--- config.mk ---
export PLATFORM = sky130hd
export DESIGN_NAME = rr_mux_stage
export DESIGN_NICKNAME = d
export VERILOG_FILES = /design/src/rtl/rr_mux_stage.sv
export SDC_FILE = /design/constraint.sdc
export NUM_CORES = 1
export LEC_CHECK = 0
export CAP_MARGIN = 10
export CORE_MARGIN = 3
export CORE_UTILIZATION = 37
export DETAILED_ROUTE_END_ITERATION = 10
export GPL_ROUTABILITY_DRIVEN = 0
export PLACE_DENSITY = 0.86
export SLEW_MARGIN = 25
export SYNTH_ARGS = -nofsm -noshare
export SYNTH_HDL_FRONTEND = slang
export SYNTH_SLANG_ARGS = --single-unit
--- constraint.sdc ---
create_clock -name clk -period 1.9 [get_ports clk]
set_clock_uncertainty 0.2 [all_clocks]
set_input_delay 0.19 -clock clk [delete_from_list [all_inputs] [get_ports clk]]
set_output_delay 0.19 -clock clk [all_outputs]
set_load 0.01 [all_outputs]
--- src/rtl/rr_mux_stage.sv ---
// Single-stage N:1 multiplexer with a registered output and ready/valid handshakes on both sides.
// Source selection is either a fixed index or a rotating round-robin priority search.
module rr_mux_stage #(
  parameter int WIDTH = 8,
  parameter int NCH   = 4,
  localparam int SW   = (NCH > 1) ? $clog2(NCH) : 1
) (
  input  logic                 clk,
  input  logic                 rst_n,
  input  logic [NCH-1:0]       in_valid,
  input  logic [NCH*WIDTH-1:0] in_data,
  output logic [NCH-1:0]       in_ready,
  input  logic                 mode,
  input  logic [SW-1:0]        sel,
  output logic                 out_valid,
  output logic [WIDTH-1:0]     out_data,
  output logic [SW-1:0]        out_chan,
  input  logic                 out_ready
);

  logic             out_valid_q, out_valid_d;
  logic [WIDTH-1:0] out_data_q, out_data_d;
  logic [SW-1:0]    out_chan_q, out_chan_d;
  logic [SW-1:0]    ptr_q, ptr_d;

  logic             load;
  logic             grant_vld;
  logic [SW-1:0]    grant_idx;

  assign load = ~out_valid_q | out_ready;

  // Grant selection; round-robin scans ptr, ptr+1, ... wrapping at NCH-1.
  always_comb begin
    int            c;
    logic [SW-1:0] cidx;
    grant_vld = 1'b0;
    grant_idx = '0;
    c         = 0;
    cidx      = '0;
    if (!mode) begin
      if (int'(sel) < NCH) begin
        grant_vld = in_valid[sel];
        grant_idx = sel;
      end
    end else begin
      for (int k = 0; k < NCH; k++) begin
        c = int'(ptr_q) + k;
        if (c >= NCH) c = c - NCH;
        cidx = SW'(c);
        if (!grant_vld && in_valid[cidx]) begin
          grant_vld = 1'b1;
          grant_idx = cidx;
        end
      end
    end
  end

  // in_ready is held low during reset even though load would be high.
  always_comb begin
    in_ready = '0;
    if (grant_vld && load && rst_n) in_ready[grant_idx] = 1'b1;
  end

  always_comb begin
    out_valid_d = out_valid_q;
    out_data_d  = out_data_q;
    out_chan_d  = out_chan_q;
    ptr_d       = ptr_q;
    if (load) begin
      if (grant_vld) begin
        out_valid_d = 1'b1;
        out_data_d  = in_data[int'(grant_idx)*WIDTH +: WIDTH];
        out_chan_d  = grant_idx;
        if (mode) ptr_d = (int'(grant_idx) == NCH - 1) ? '0 : SW'(int'(grant_idx) + 1);
      end else begin
        out_valid_d = 1'b0;
      end
    end
  end

  always_ff @(posedge clk or negedge rst_n) begin
    if (!rst_n) begin
      out_valid_q <= 1'b0;
      out_data_q  <= '0;
      out_chan_q  <= '0;
      ptr_q       <= '0;
    end else begin
      out_valid_q <= out_valid_d;
      out_data_q  <= out_data_d;
      out_chan_q  <= out_chan_d;
      ptr_q       <= ptr_d;
    end
  end

  assign out_valid = out_valid_q;
  assign out_data  = out_data_q;
  assign out_chan  = out_chan_q;

endmodule

; After elaboration in Yosys (flattened, before gate mapping)
; Cells that the tools add are included.
; Widths: inputs -> output; s select.
[classes]
shifts = 1
n_addsub = 8
n_bitwise = 2
reduce_logical = 11
n_lt_le_gt_ge = 11
eq_ne = 1
mux = 36
[ops]
columns = operator, n
row1 = $shiftx 32x6->8, 1
row2 = $mux 2, 14
row3 = $lt 2x3->1 const B, 6
row4 = $mux 1, 15
row5 = $bmux 1 s2, 5
row6 = $ge 3x3->1 const B, 3
row7 = $sub 2x1->2 const B, 4
row8 = $add 2x2->3 const B, 2
row9 = $logic_and 1x1->1, 6
row10 = $mux 4, 1
row11 = $add 2x1->3 const B, 1
row12 = $ge 2x3->1 const B, 1
row13 = $logic_not 1->1, 3
row14 = $reduce_and 3->1, 1
row15 = $add 2x1->2 const B, 1
row16 = $demux 1 s2, 1
row17 = $eq 2x1->1 const B, 1
row18 = $ge 2x1->1 const B, 1
row19 = $reduce_and 2->1, 1
row20 = $not 1->1, 1
row21 = $or 1x1->1, 1
[totals]
reg_bits = 13
out_inout_bits = 15

; Longest topological paths before layout
[logic_depth]
word_depth = 24
mapped_depth = 7
ltp_nobuf = 6

; Worst setup path before layout
; Ideal clock, no wire load.
[synth_timing]
kind = reg-to-output
startpoint = register ptr_q[0]
endpoint = output in_ready[2]
arrival_time_ns = 1.361
t_required_ns = 1.510
path_buffers = 1
path_stages_with_launch = 7
slack_ns = 0.149
cell_sequence = dfrtp_1 nor2b_1 o211a_1 a211oi_2 buf_6 ha_1 and3_1
[synth_between]
elab_chain_len = 24
word_cells_on_any_way = 54
[synth_lines]
columns = element, line
row1 = start: declaration, 24  ; logic [SW-1:0] ptr_q, ptr_d;
row2 = start signal: assignment, 91  ; ptr_q <= ptr_d;
row3 = $ge 2x3->1 or $sub 2x1->2 (tied branches), 48  ; if (c >= NCH) c = c - NCH;
row4 = $mux 2, 48
row5 = $mux 2, 40  ; if (!mode) begin
row6 = $bmux 1 s2, 50  ; if (!grant_vld && in_valid[cidx]) begin
row7 = $mux 1 (not written as such), 50
row8 = $mux 1, 50
row9 = $mux 1, 40
row10 = $logic_not 1->1, 50
row11 = [8 not listed], n/a
row12 = $logic_and 1x1->1, 50
row13 = $mux 2, 50
row14 = $mux 2, 40
row15 = $lt 2x3->1 (not written as such) or $ge 2x1->1 (tied branches), 61  ; if (grant_vld && load && rst_n) in_ready[grant_idx] = 1'b1;
row16 = $logic_and 1x1->1 (not written as such), 61
row17 = $mux 1 (not written as such), 61
row18 = $demux 1 s2, 61
row19 = $mux 4 (*), 61
row20 = end: declaration, 12  ; output logic [NCH-1:0] in_ready,
; Mark *: on every way between the ends. The rest lies on a longest branch, timed or not. The select of a mux whose other input is x is not followed.

; Worst setup path in the final report
; Same ends and word-level chain as after synthesis.

==> flow_metrics.tcl <==
set metrics [dict create \
    max_slew_margin_pct 82.38 \
    die_x_um 57.92 \
    synth.distinct_cells 29 \
    hold_path.class "in2async" \
    num-fill-cells 175 \
    r2r_start "ptr_q[0]" \
    grt_pass1_wl_um 4988 \
    layout-drive-gt1-share_pct 40.12 \
    core_area_um2 2522 \
    grtUsageTotal_pct 18.94 \
    syn-num-nets 138 \
    root_buffer "clkbuf_4" \
    die_h_um 57.92 \
    clock_latency_ps 270 \
    antenna_found_initial 0 \
    status "finished, violations left" \
    finalCoreUtilization_pct 73.26 \
    first_pass_iters 4 \
    ys_warn_count 0 \
    syn_to_final_growth_pct 85.32 \
    p_leak_nw 0.8158 \
    reg2reg_to "out_data[1]" \
    max_freq_mhz 473.9 \
    cts_tree "yes" \
    cts_buffers 3 \
    critPathKind "reg2out" \
    rows 18 \
    synth_area_leaders "dfrtp_1 (33%), mux2i_1 (17%), o221ai_2 (12%), nand2_1 (5.6%), nand2_4 (3.4%)" \
    cts.clk_slew.worst_paths_ps 80 \
    crit_path_end_kind "output pin" \
    rsz0062_at_grt "yes" \
    violations "negative setup slack" \
    place_ws_ps -736.1 \
    cts_hold_buf 0 \
    grt_pass1_vias 1129 \
    multi_input_area_um2 726.9 \
    yosysTopAreaCellShare_pct 32.62 \
    startpoint "ptr_q[0]" \
    die-area_um2 3354 \
    antenna_cells 0 \
    worstPathMaxFanout 5 \
    endpoint "in_ready[2]" \
    worst_pin_slew_ps 263.4 \
    via_per_inst 5.307 \
    place_area_um2 1680 \
    io_buffer_count 56 \
    synth_seq_cells 13 \
    avgSynthCellArea_um2 10.50 \
    cts.htree.levels 1 \
    final_max_slew_viol_count 0 \
    drv_cap 0 \
    finalCritPeriodShare_pct 111.1 \
    finalSetupViolCount 12 \
    peakVddDrop_uv 673.4 \
    power_density_nw_per_um2 837.7 \
    wire_per_inst_um 15.12 \
    ff2ff_path_depth 7 \
    grt_max_degree 14 \
    final.min_clock_period_ps 2110 \
    drtAntennaViolNets 0 \
    finalHoldViolations 0 \
    dr_total_vias 1072 \
    regToRegSetupSlack_ps -200 \
    cts.sinks 13 \
    grt_overflow 0 \
    drc 0 \
    start_util_pct 39.53 \
    io_pins 57 \
    worstSetupStartpointType "register" \
    cts_buffer_depth 2 \
    final_area_um2 1848 \
    synth_cells 95 \
    drt-initial-drc-count 18 \
    nNetsFinal 216 \
    required_ps 1510 \
    synth_top_area_cell "dfrtp_1" \
    fin_ws_ps -210.4 \
    hpwl_um 2207 \
    syn_area_um2 997.2 \
    cp.arrival_ps 1720 \
    seq_area_um2 326.6 \
    yosysSeqAreaShare_pct 32.62 \
    wl_um 3055 \
]
-- Yosys cell counts --
| master | count |
|---|---|
| o221a_4 | 1 |
| o22ai_1 | 1 |
| nor2_1 | 2 |
| a211oi_2 | 1 |
| o211a_1 | 1 |
| mux2i_1 | 17 |
| nand3_1 | 3 |
| and3_1 | 1 |
| nor3_1 | 2 |
| dfrtp_1 | 13 |
| o221ai_1 | 1 |
| o221ai_2 | 8 |
| or2_2 | 1 |
| inv_2 | 1 |
| nand2_4 | 3 |
| nor2b_1 | 5 |
| a22oi_2 | 1 |
| buf_6 | 2 |
| nand2_1 | 15 |
| buf_2 | 1 |
| nand2b_1 | 1 |
| o21ai_1 | 3 |
| inv_1 | 4 |
| mux2_4 | 2 |
| a311oi_1 | 1 |
| o22a_1 | 1 |
| buf_4 | 1 |
| ha_1 | 1 |
| a41o_1 | 1 |
-- critical path, stage by stage (launching register included) --
cell and delay (ps):
dfrtp_2 480, nor2b_4 140, o21ai_2 70, a41o_1 270, inv_2 90, ha_4 130, and3_4 170, buf_6 90
-- worst min path at each step --
stage	end	slack, ps
detailed placement	out_chan[1]	280
finish	ptr_q[1]	150
global route	out_data[4]	150
floorplan	out_chan[0]	-310
global placement	out_chan[0]	270
CTS	ptr_q[1]	130
-- placed cells by master (no fill, tap or decap), types with 2 or more instances in the layout --
cell and count:
clkdlybuf4s50_1 46, buf_4 19, nand2_1 14, dfrtp_1 12, mux2i_1 10, o221ai_2 8, mux2i_2 7, dlygate4sd2_1 5
inv_2 3, nand2_4 3, clkbuf_4 3, buf_2 3, nor2b_1 2, o21ai_2 2, nor2b_2 2, mux2_4 2
inv_1 2, nand3_2 2, buf_6 2
-- cell type report --
type / count / share of cell area, %
timing repair buffer: 77 / 38.52
multi-input combinational: 73 / 39.34
tap: 30 / 2.031
sequential: 13 / 17.67
clock buffer: 4 / 1.422
inverter: 5 / 1.016
-- state kept, by name, summed over array words and instances, names as in the netlist --
| register | count |
|---|---|
| out_chan | 2 |
| out_valid | 1 |
| out_data | 8 |
| ptr_q | 2 |
-- per-layer routing --
metal	wire, µm	track usage [%]	vias up
li1	-	-	505
met1	1267	23.61	513
met2	1495	30.81	50
met3	242	4.677	4
met4	49	8.609	0
met5	0	0	-
-- stage by stage --
step	std cells	hold WS (ps)	setup TNS, ps	power (mW)
2_1_floorplan	95	-305.6	0	0.8379
3_3_place_gp	192	272.1	-7169	1.197
3_5_place_dp	192	275.4	-7784	1.215
4_1_cts	198	131.0	-1499	1.430
5_1_grt	202	146.5	-2734	1.645
6_report	202	146.9	-1957	1.548
-- kinds of logic (layout without fill, tap and decap cells) --
family / count (synthesis) / after routing / synth area share (%)
muxes: 19 / 19 / 20.08
adders and majority gates: 1 / 1 / 1.255
DFF: 13 / 13 / 32.62
and+or+nand+nor: 33 / 33 / 17.32
buffers and inverters: 9 / 86 / 5.394
AOI/OAI and AO/OA: 20 / 20 / 23.34
-- repair_timing --
action | 4_1_cts | 5_1_grt
pin swaps | 7 | 7
buffers inserted | 2 | 4
setup endpoints to repair | 15 | 14
resized for setup | 30 | 22
cloned | 0 | 0
-- power by group --
group / leakage [nW] / switching (mW) / internal, mW / total [mW]
sequential: 0.155 / 0.0879 / 0.371 / 0.459
combinational: 0.646 / 0.390 / 0.530 / 0.920
clock: 0.0150 / 0.0878 / 0.0814 / 0.169
total: 0.816 / 0.565 / 0.983 / 1.55
(Power assumes the default switching activity.)
